`src/rtl/seg_capture_pkg.sv`:
```
// Shared definitions for the seven-segment capture block: the active-low hex
// display table, the blank pattern, scan FSM states and anode-select helpers.
`timescale 1ns/1ps
package seg_capture_pkg;

    // Active-low {a,b,c,d,e,f,g} codes driven for nibble values 0..F.
    localparam logic [6:0] SEG_HEX [0:15] = '{
        7'b0000001, 7'b1001111, 7'b0010010, 7'b0000110,
        7'b1001100, 7'b0100100, 7'b0100000, 7'b0001111,
        7'b0000000, 7'b0000100, 7'b0001000, 7'b1100000,
        7'b0110001, 7'b1000010, 7'b0110000, 7'b0111000
    };
    localparam logic [6:0] SEG_BLANK = 7'h7F;

    typedef enum logic [1:0] {
        WAIT_SEL,
        SETTLE,
        HOLD
    } state_t;

    function automatic logic sel_is_single(input logic [3:0] anodes);
        return (anodes == 4'b1110) || (anodes == 4'b1101) ||
               (anodes == 4'b1011) || (anodes == 4'b0111);
    endfunction

    function automatic logic [1:0] sel_index(input logic [3:0] anodes);
        logic [1:0] idx;
        case (anodes)
            4'b1101: idx = 2'd1;
            4'b1011: idx = 2'd2;
            4'b0111: idx = 2'd3;
            default: idx = 2'd0;
        endcase
        return idx;
    endfunction

endpackage

```
`src/rtl/segment_pattern_lookup.sv`:
```
// Combinational inverse of the hex display table: 7-bit active-low pattern
// to {hit, blank, nibble}. Unknown patterns give hit=0, blank=0, nibble=0.
`timescale 1ns/1ps
module segment_pattern_lookup
    import seg_capture_pkg::*;
(
    input  logic [6:0] i_pattern,
    output logic       o_hit,
    output logic       o_blank,
    output logic [3:0] o_nibble
);

    logic [15:0] w_match;

    generate
        for (genvar gi = 0; gi < 16; gi++) begin : g_match
            assign w_match[gi] = (i_pattern == SEG_HEX[gi]);
        end
    endgenerate

    // Table entries are distinct, so at most one match bit is ever set.
    always_comb begin
        o_nibble = 4'h0;
        for (int k = 0; k < 16; k++) begin
            if (w_match[k]) begin
                o_nibble = 4'(k);
            end
        end
    end

    assign o_hit   = |w_match;
    assign o_blank = (i_pattern == SEG_BLANK);

endmodule

```
`src/rtl/seven_segment_capture.sv`:
```
// Snoops a multiplexed active-low 4-digit seven-segment bus and publishes whole
// decoded frames. Define SEG_CAPTURE_SYNC_EN for a 2-flop input synchronizer.
`timescale 1ns/1ps
module seven_segment_capture
    import seg_capture_pkg::*;
#(
    parameter int STABLE_CYCLES = 16,
    parameter int STALE_CYCLES  = 1048576
)
(
    input  logic        i_clk,
    input  logic        i_reset,
    input  logic [3:0]  i_anodes,
    input  logic [7:0]  i_segments,
    output logic [15:0] o_digits,
    output logic [3:0]  o_digit_valid,
    output logic [3:0]  o_decimal_points,
    output logic        o_frame_valid,
    output logic        o_pattern_error,
    output logic        o_stale
);

    localparam int CNT_W   = $clog2(STABLE_CYCLES + 1);
    localparam int STALE_W = $clog2(STALE_CYCLES + 1);

    logic [11:0] w_pins;
    logic [11:0] r_s;
    logic [11:0] r_s_prev;

    assign w_pins = {i_anodes, i_segments};

`ifdef SEG_CAPTURE_SYNC_EN
    logic [11:0] r_meta;

    always_ff @(posedge i_clk) begin
        if (i_reset) begin
            r_meta <= 12'hFFF;
            r_s    <= 12'hFFF;
        end else begin
            r_meta <= w_pins;
            r_s    <= r_meta;
        end
    end
`else
    always_ff @(posedge i_clk) begin
        if (i_reset) begin
            r_s <= 12'hFFF;
        end else begin
            r_s <= w_pins;
        end
    end
`endif

    always_ff @(posedge i_clk) begin
        if (i_reset) begin
            r_s_prev <= 12'hFFF;
        end else begin
            r_s_prev <= r_s;
        end
    end

    state_t           r_state;
    logic [CNT_W-1:0] r_count;
    logic             w_same;
    logic             w_sel_ok;
    logic             w_accept;

    assign w_same   = (r_s == r_s_prev);
    assign w_sel_ok = sel_is_single(r_s[11:8]);
    assign w_accept = (r_state == SETTLE) && (r_count == CNT_W'(STABLE_CYCLES));

    always_ff @(posedge i_clk) begin
        if (i_reset) begin
            r_state <= WAIT_SEL;
            r_count <= '0;
        end else begin
            case (r_state)
                WAIT_SEL: begin
                    if (w_sel_ok) begin
                        r_state <= SETTLE;
                        r_count <= CNT_W'(1);
                    end
                end
                SETTLE: begin
                    if (w_same && w_accept) begin
                        r_state <= HOLD;
                    end else if (w_same) begin
                        r_count <= r_count + 1'b1;
                    end else if (w_sel_ok) begin
                        r_count <= CNT_W'(1);
                    end else begin
                        r_state <= WAIT_SEL;
                    end
                end
                HOLD: begin
                    if (!w_same) begin
                        if (w_sel_ok) begin
                            r_state <= SETTLE;
                            r_count <= CNT_W'(1);
                        end else begin
                            r_state <= WAIT_SEL;
                        end
                    end
                end
                default: begin
                    r_state <= WAIT_SEL;
                end
            endcase
        end
    end

    // The accepted sample is r_s_prev: it is the one proven stable by the count.
    logic [1:0] w_idx;
    logic       w_hit;
    logic       w_blank;
    logic [3:0] w_nibble;

    assign w_idx = sel_index(r_s_prev[11:8]);

    segment_pattern_lookup u_lookup (
        .i_pattern (r_s_prev[7:1]),
        .o_hit     (w_hit),
        .o_blank   (w_blank),
        .o_nibble  (w_nibble)
    );

    logic [15:0] r_cap_digits;
    logic [3:0]  r_cap_valid;
    logic [3:0]  r_cap_dp;
    logic [3:0]  r_seen;
    logic [15:0] w_cap_digits_next;
    logic [3:0]  w_cap_valid_next;
    logic [3:0]  w_cap_dp_next;
    logic [3:0]  w_seen_next;
    logic [3:0]  w_write;
    logic        w_frame;

    generate
        for (genvar gi = 0; gi < 4; gi++) begin : g_digit
            assign w_write[gi] = w_accept && (w_idx == 2'(gi));
            assign w_cap_digits_next[4*gi +: 4] = w_write[gi] ? (w_hit ? w_nibble : 4'h0)
                                                              : r_cap_digits[4*gi +: 4];
            assign w_cap_valid_next[gi] = w_write[gi] ? w_hit          : r_cap_valid[gi];
            assign w_cap_dp_next[gi]    = w_write[gi] ? ~r_s_prev[0]   : r_cap_dp[gi];
            assign w_seen_next[gi]      = w_write[gi] | r_seen[gi];
        end
    endgenerate

    assign w_frame = w_accept && (w_seen_next == 4'hF);

    logic [15:0] r_digits;
    logic [3:0]  r_digit_valid;
    logic [3:0]  r_decimal_points;
    logic        r_frame_valid;
    logic        r_pattern_error;

    always_ff @(posedge i_clk) begin
        if (i_reset) begin
            r_cap_digits     <= '0;
            r_cap_valid      <= '0;
            r_cap_dp         <= '0;
            r_seen           <= '0;
            r_digits         <= '0;
            r_digit_valid    <= '0;
            r_decimal_points <= '0;
            r_frame_valid    <= 1'b0;
            r_pattern_error  <= 1'b0;
        end else begin
            r_cap_digits    <= w_cap_digits_next;
            r_cap_valid     <= w_cap_valid_next;
            r_cap_dp        <= w_cap_dp_next;
            r_frame_valid   <= w_frame;
            r_pattern_error <= w_accept && !w_hit && !w_blank;
            if (w_frame) begin
                r_digits         <= w_cap_digits_next;
                r_digit_valid    <= w_cap_valid_next;
                r_decimal_points <= w_cap_dp_next;
                r_seen           <= '0;
            end else begin
                r_seen <= w_seen_next;
            end
        end
    end

    logic [STALE_W-1:0] r_stale_cnt;
    logic               r_stale;

    always_ff @(posedge i_clk) begin
        if (i_reset || w_frame) begin
            r_stale_cnt <= '0;
            r_stale     <= 1'b0;
        end else if (r_stale_cnt != STALE_W'(STALE_CYCLES)) begin
            r_stale_cnt <= r_stale_cnt + 1'b1;
            r_stale     <= (r_stale_cnt == STALE_W'(STALE_CYCLES - 1));
        end
    end

    assign o_digits         = r_digits;
    assign o_digit_valid    = r_digit_valid;
    assign o_decimal_points = r_decimal_points;
    assign o_frame_valid    = r_frame_valid;
    assign o_pattern_error  = r_pattern_error;
    assign o_stale          = r_stale;

endmodule
```
`config.mk`:
```
export PLATFORM = sky130hd
export DESIGN_NAME = seven_segment_capture
export DESIGN_NICKNAME = d
export VERILOG_FILES = /design/src/rtl/seg_capture_pkg.sv /design/src/rtl/segment_pattern_lookup.sv /design/src/rtl/seven_segment_capture.sv
export SDC_FILE = /design/constraint.sdc
export NUM_CORES = 1
export LEC_CHECK = 0
export BUFFER_PORTS_ARGS = -buffer_cell sky130_fd_sc_hd__buf_2
export CAP_MARGIN = 20
export CORE_MARGIN = 2
export CORE_UTILIZATION = 45
export DETAILED_ROUTE_END_ITERATION = 10
export GPL_TIMING_DRIVEN = 0
export PLACE_DENSITY_LB_ADDON = 0.15
export SLEW_MARGIN = 15
export SYNTH_ARGS = -nofsm -noshare
export SYNTH_HDL_FRONTEND = slang
export SYNTH_HIERARCHICAL = 1
export SYNTH_SLANG_ARGS = --single-unit
```
`constraint.sdc`:
```
create_clock -name i_clk -period 4.7 [get_ports i_clk]
set_input_delay 0 -clock i_clk [delete_from_list [all_inputs] [get_ports i_clk]]
set_output_delay 0 -clock i_clk [all_outputs]
set_load 0.005 [all_outputs]
```
==> flow_summary.toml <==
[sta]
max_freq_mhz = 395
hold_slack_ns = 0.0842
clock_skew_ns = 0.0225
fin_crit_ns = 2.53
min_period_over_period_pct = 53.9
rsz0062_at_grt = "false"
timing.final.hold_violations = 0
worstMarginPinSlew_ns = 0.660
maxSlewHeadroom_pct = 55.7
setup_violations = 0
drv_slew = 0
finalSetupTns_ns = 0

[worst_setup_path]
crit_start = "r_s_prev[4]"
reg2reg_to = "o_digits[3]"
worst-path-max-fanout = 10
reg2reg_slack_ns = 2.17
cp_slowest_stage_delay_ns = 0.48
worstSetupPathType = "reg2reg"
regToRegStartpoint = "r_s_prev[4]"
end_kind = "flip-flop"
cp-start-kind = "flip-flop"
cp_num_buf_inv = 1
cp_num_cells = 8
crit_path_top_delay_cell = "nor4_1"
endpoint = "o_digits[3]"
reg2regPathDepth = 8
worstPathCellList = "buf_4 > nand2_1 > nor4_1 > o21ba_1 > a2111o_1 > and2_1 > mux2i_1 > a211oi_1"
arrival_ns = 2.82
worstPathRequired_ns = 4.99
cpLargestDelayFamily = "simple AND/OR/NAND/NOR gates"

[drt]
routed-via-count = 3513
antenna_left = 0
drt_wl_total_mm = 9.48
wl_per_cell_um = 13.9
drt_iter0_drc = 95
routed_via_density = 5.16
dr.pass1.iters = 4
route.detailed.drc = 0

[global_routing]
grt_pass1_wl_mm = 16.2
overflow = 0
track_usage_pct = 17.9
grt_max_degree = 22
antenna_found_initial = 0
grt_pass1_vias = 3414

[hold_path]
min_path_cells = 4
hold_path_class = "in2reg"

[clock_network]
clock_sinks = 107
htree_levels = 3
cts_root_buf = "clkbuf_8"
post_cts_buffers = 0
clk_pin_slew_ns = 0.12
cts_buffer_depth = 2
clk_latency_ns = 0.37
cts_buffers = 9
cts_tree = "done"

[placement]
portBuffers = 40
place_area_um2 = 4970
dp_cells = 653
globalplace.congestion = 0.823
dp_hpwl_mm = 6.62

[finish]
synthToLayoutAreaGrowth_pct = 15.0
stdcell_area_um2 = 5290
seq_area_um2 = 2140
multi_input_area_um2 = 2260
antenna_cells = 0
nNetsFinal = 561
fillers = 933
finalNonFillerCells = 681
layout-drive-gt1-share_pct = 22.6

[flow_run]
maxCapViolCount = 0

[synth]
yosysSeqAreaShare_pct = 46.6
yosysTopAreaCell = "dfxtp_1"
synth-edff-count = 0
syn_nets = 498
synth_ff_type = "dfxtp_1"
yosys_register_bits = 107
synthTopCellsByCount = "dfxtp_1, nor2_1, or2_2"
synth_most_common_cell = "dfxtp_1"
yosysWarnings = 6
netlist_area_um2 = 4600
synth_top_area_share_pct = 46.6
syn_inst = 480
async_flop_share_pct = 0
syn_avg_cell_area_um2 = 9.58
yosys-top-cells-area = "dfxtp_1, nor2_1, mux2i_1"
synth_cell_types = 66

[floorplanning]
die_x_um = 105
dieArea_um2 = 11000
core.rowCount = 36
dieHeight_um = 105
num_io_pins = 41
start_util_pct = 46.6
core_um2 = 9860

[power_and_ir_drop]
power_density_nw_per_um2 = 302
power_w = 0.00160
leakagePower_nw = 2.05
ir_drop_mv = 0.173

[outcome]
status = "finished, final reports clean"
==> worst reg2reg max path: stages (launching register included) <==
cell	delay, ns
dfxtp_1	0.43
buf_4	0.20
nand2_1	0.09
nor4_1	0.48
o21ba_1	0.25
a2111o_1	0.27
and2_1	0.31
mux2i_1	0.15
a211oi_1	0.27
==> area by class of cell <==
cell class / instances / area share, %
clock inverters: 7 / 1.51
clock buffers: 9 / 2.34
flip-flops and latches: 107 / 40.5
well taps: 133 / 3.14
repair buffers: 52 / 6.05
inverters: 12 / 0.851
plain buffers: 28 / 2.84
multi-input cells: 333 / 42.8
==> registers in the layout (all words and copies together) (netlist names), 5 cells and up <==
name	flops
r_stale_cnt	21
o_digits	16
r_cap_digits	16
r_s	12
r_s_prev	12
r_count	5
==> power breakdown <==
part | switching (W) | internal (W)
Sequential | 0.0000152 | 0.000920
Clock | 0.000355 | 0.000212
Combinational | 0.0000515 | 0.0000453
Total | 0.000422 | 0.00118
==> what timing repair did <==
item,CTS,global route
hold buffers,12,0
hold endpoints to repair,12,0
gates resized for setup,0,0
==> worst min path at each step <==
stage | slack [ns] | to | from
floorplan | 0.10 | r_s[0] | i_segments[0]
global placement | 0.18 | r_s[9] | i_anodes[1]
detailed placement | 0.19 | r_s[7] | i_segments[7]
CTS | 0.08 | r_stale_cnt[14] | i_reset
global route | 0.13 | r_seen[1] | i_reset
finish | 0.08 | r_seen[1] | i_reset
==> cell families after synthesis <==
logic type,count (synthesis),share of synthesized area (%)
mux,26,5.71
simple gates,201,23.9
fa+ha+maj,5,1.31
buf+inv,40,4.24
xor+xnor,33,6.28
flops,107,46.6
compound gates,68,12.0
==> layout by cell type, fill, tap and decap left out, types with 12 or more instances in the layout <==
cell type / instances
xor2_1: 13
dlygate4sd3_1: 12
inv_1: 12
mux2i_1: 24
buf_2: 52
or2_2: 25
xnor2_1: 20
a211oi_2: 12
nor2_1: 90
nand2_1: 12
dfxtp_1: 107
a211oi_1: 12
nand3_1: 18
==> per-layer routing <==
metal	wire length, um	vias up	global-route usage, %	share of wire [%]
met5	0	-	0	0
met1	4660	1679	24.2	49
met2	4480	49	29.5	47
li1	-	1781	-	-
met3	288	4	3.18	3.0
met4	61	0	4.57	0.64
==> through the flow <==
step	utilization, %	setup WS (ns)
after floorplan	-	2.69
after global placement	50.4	2.26
after detailed placement	50.4	2.25
after CTS	53.6	2.21
after global routing	53.6	1.99
final	53.6	2.17
Note: power is estimated with default switching activity, not from simulation.
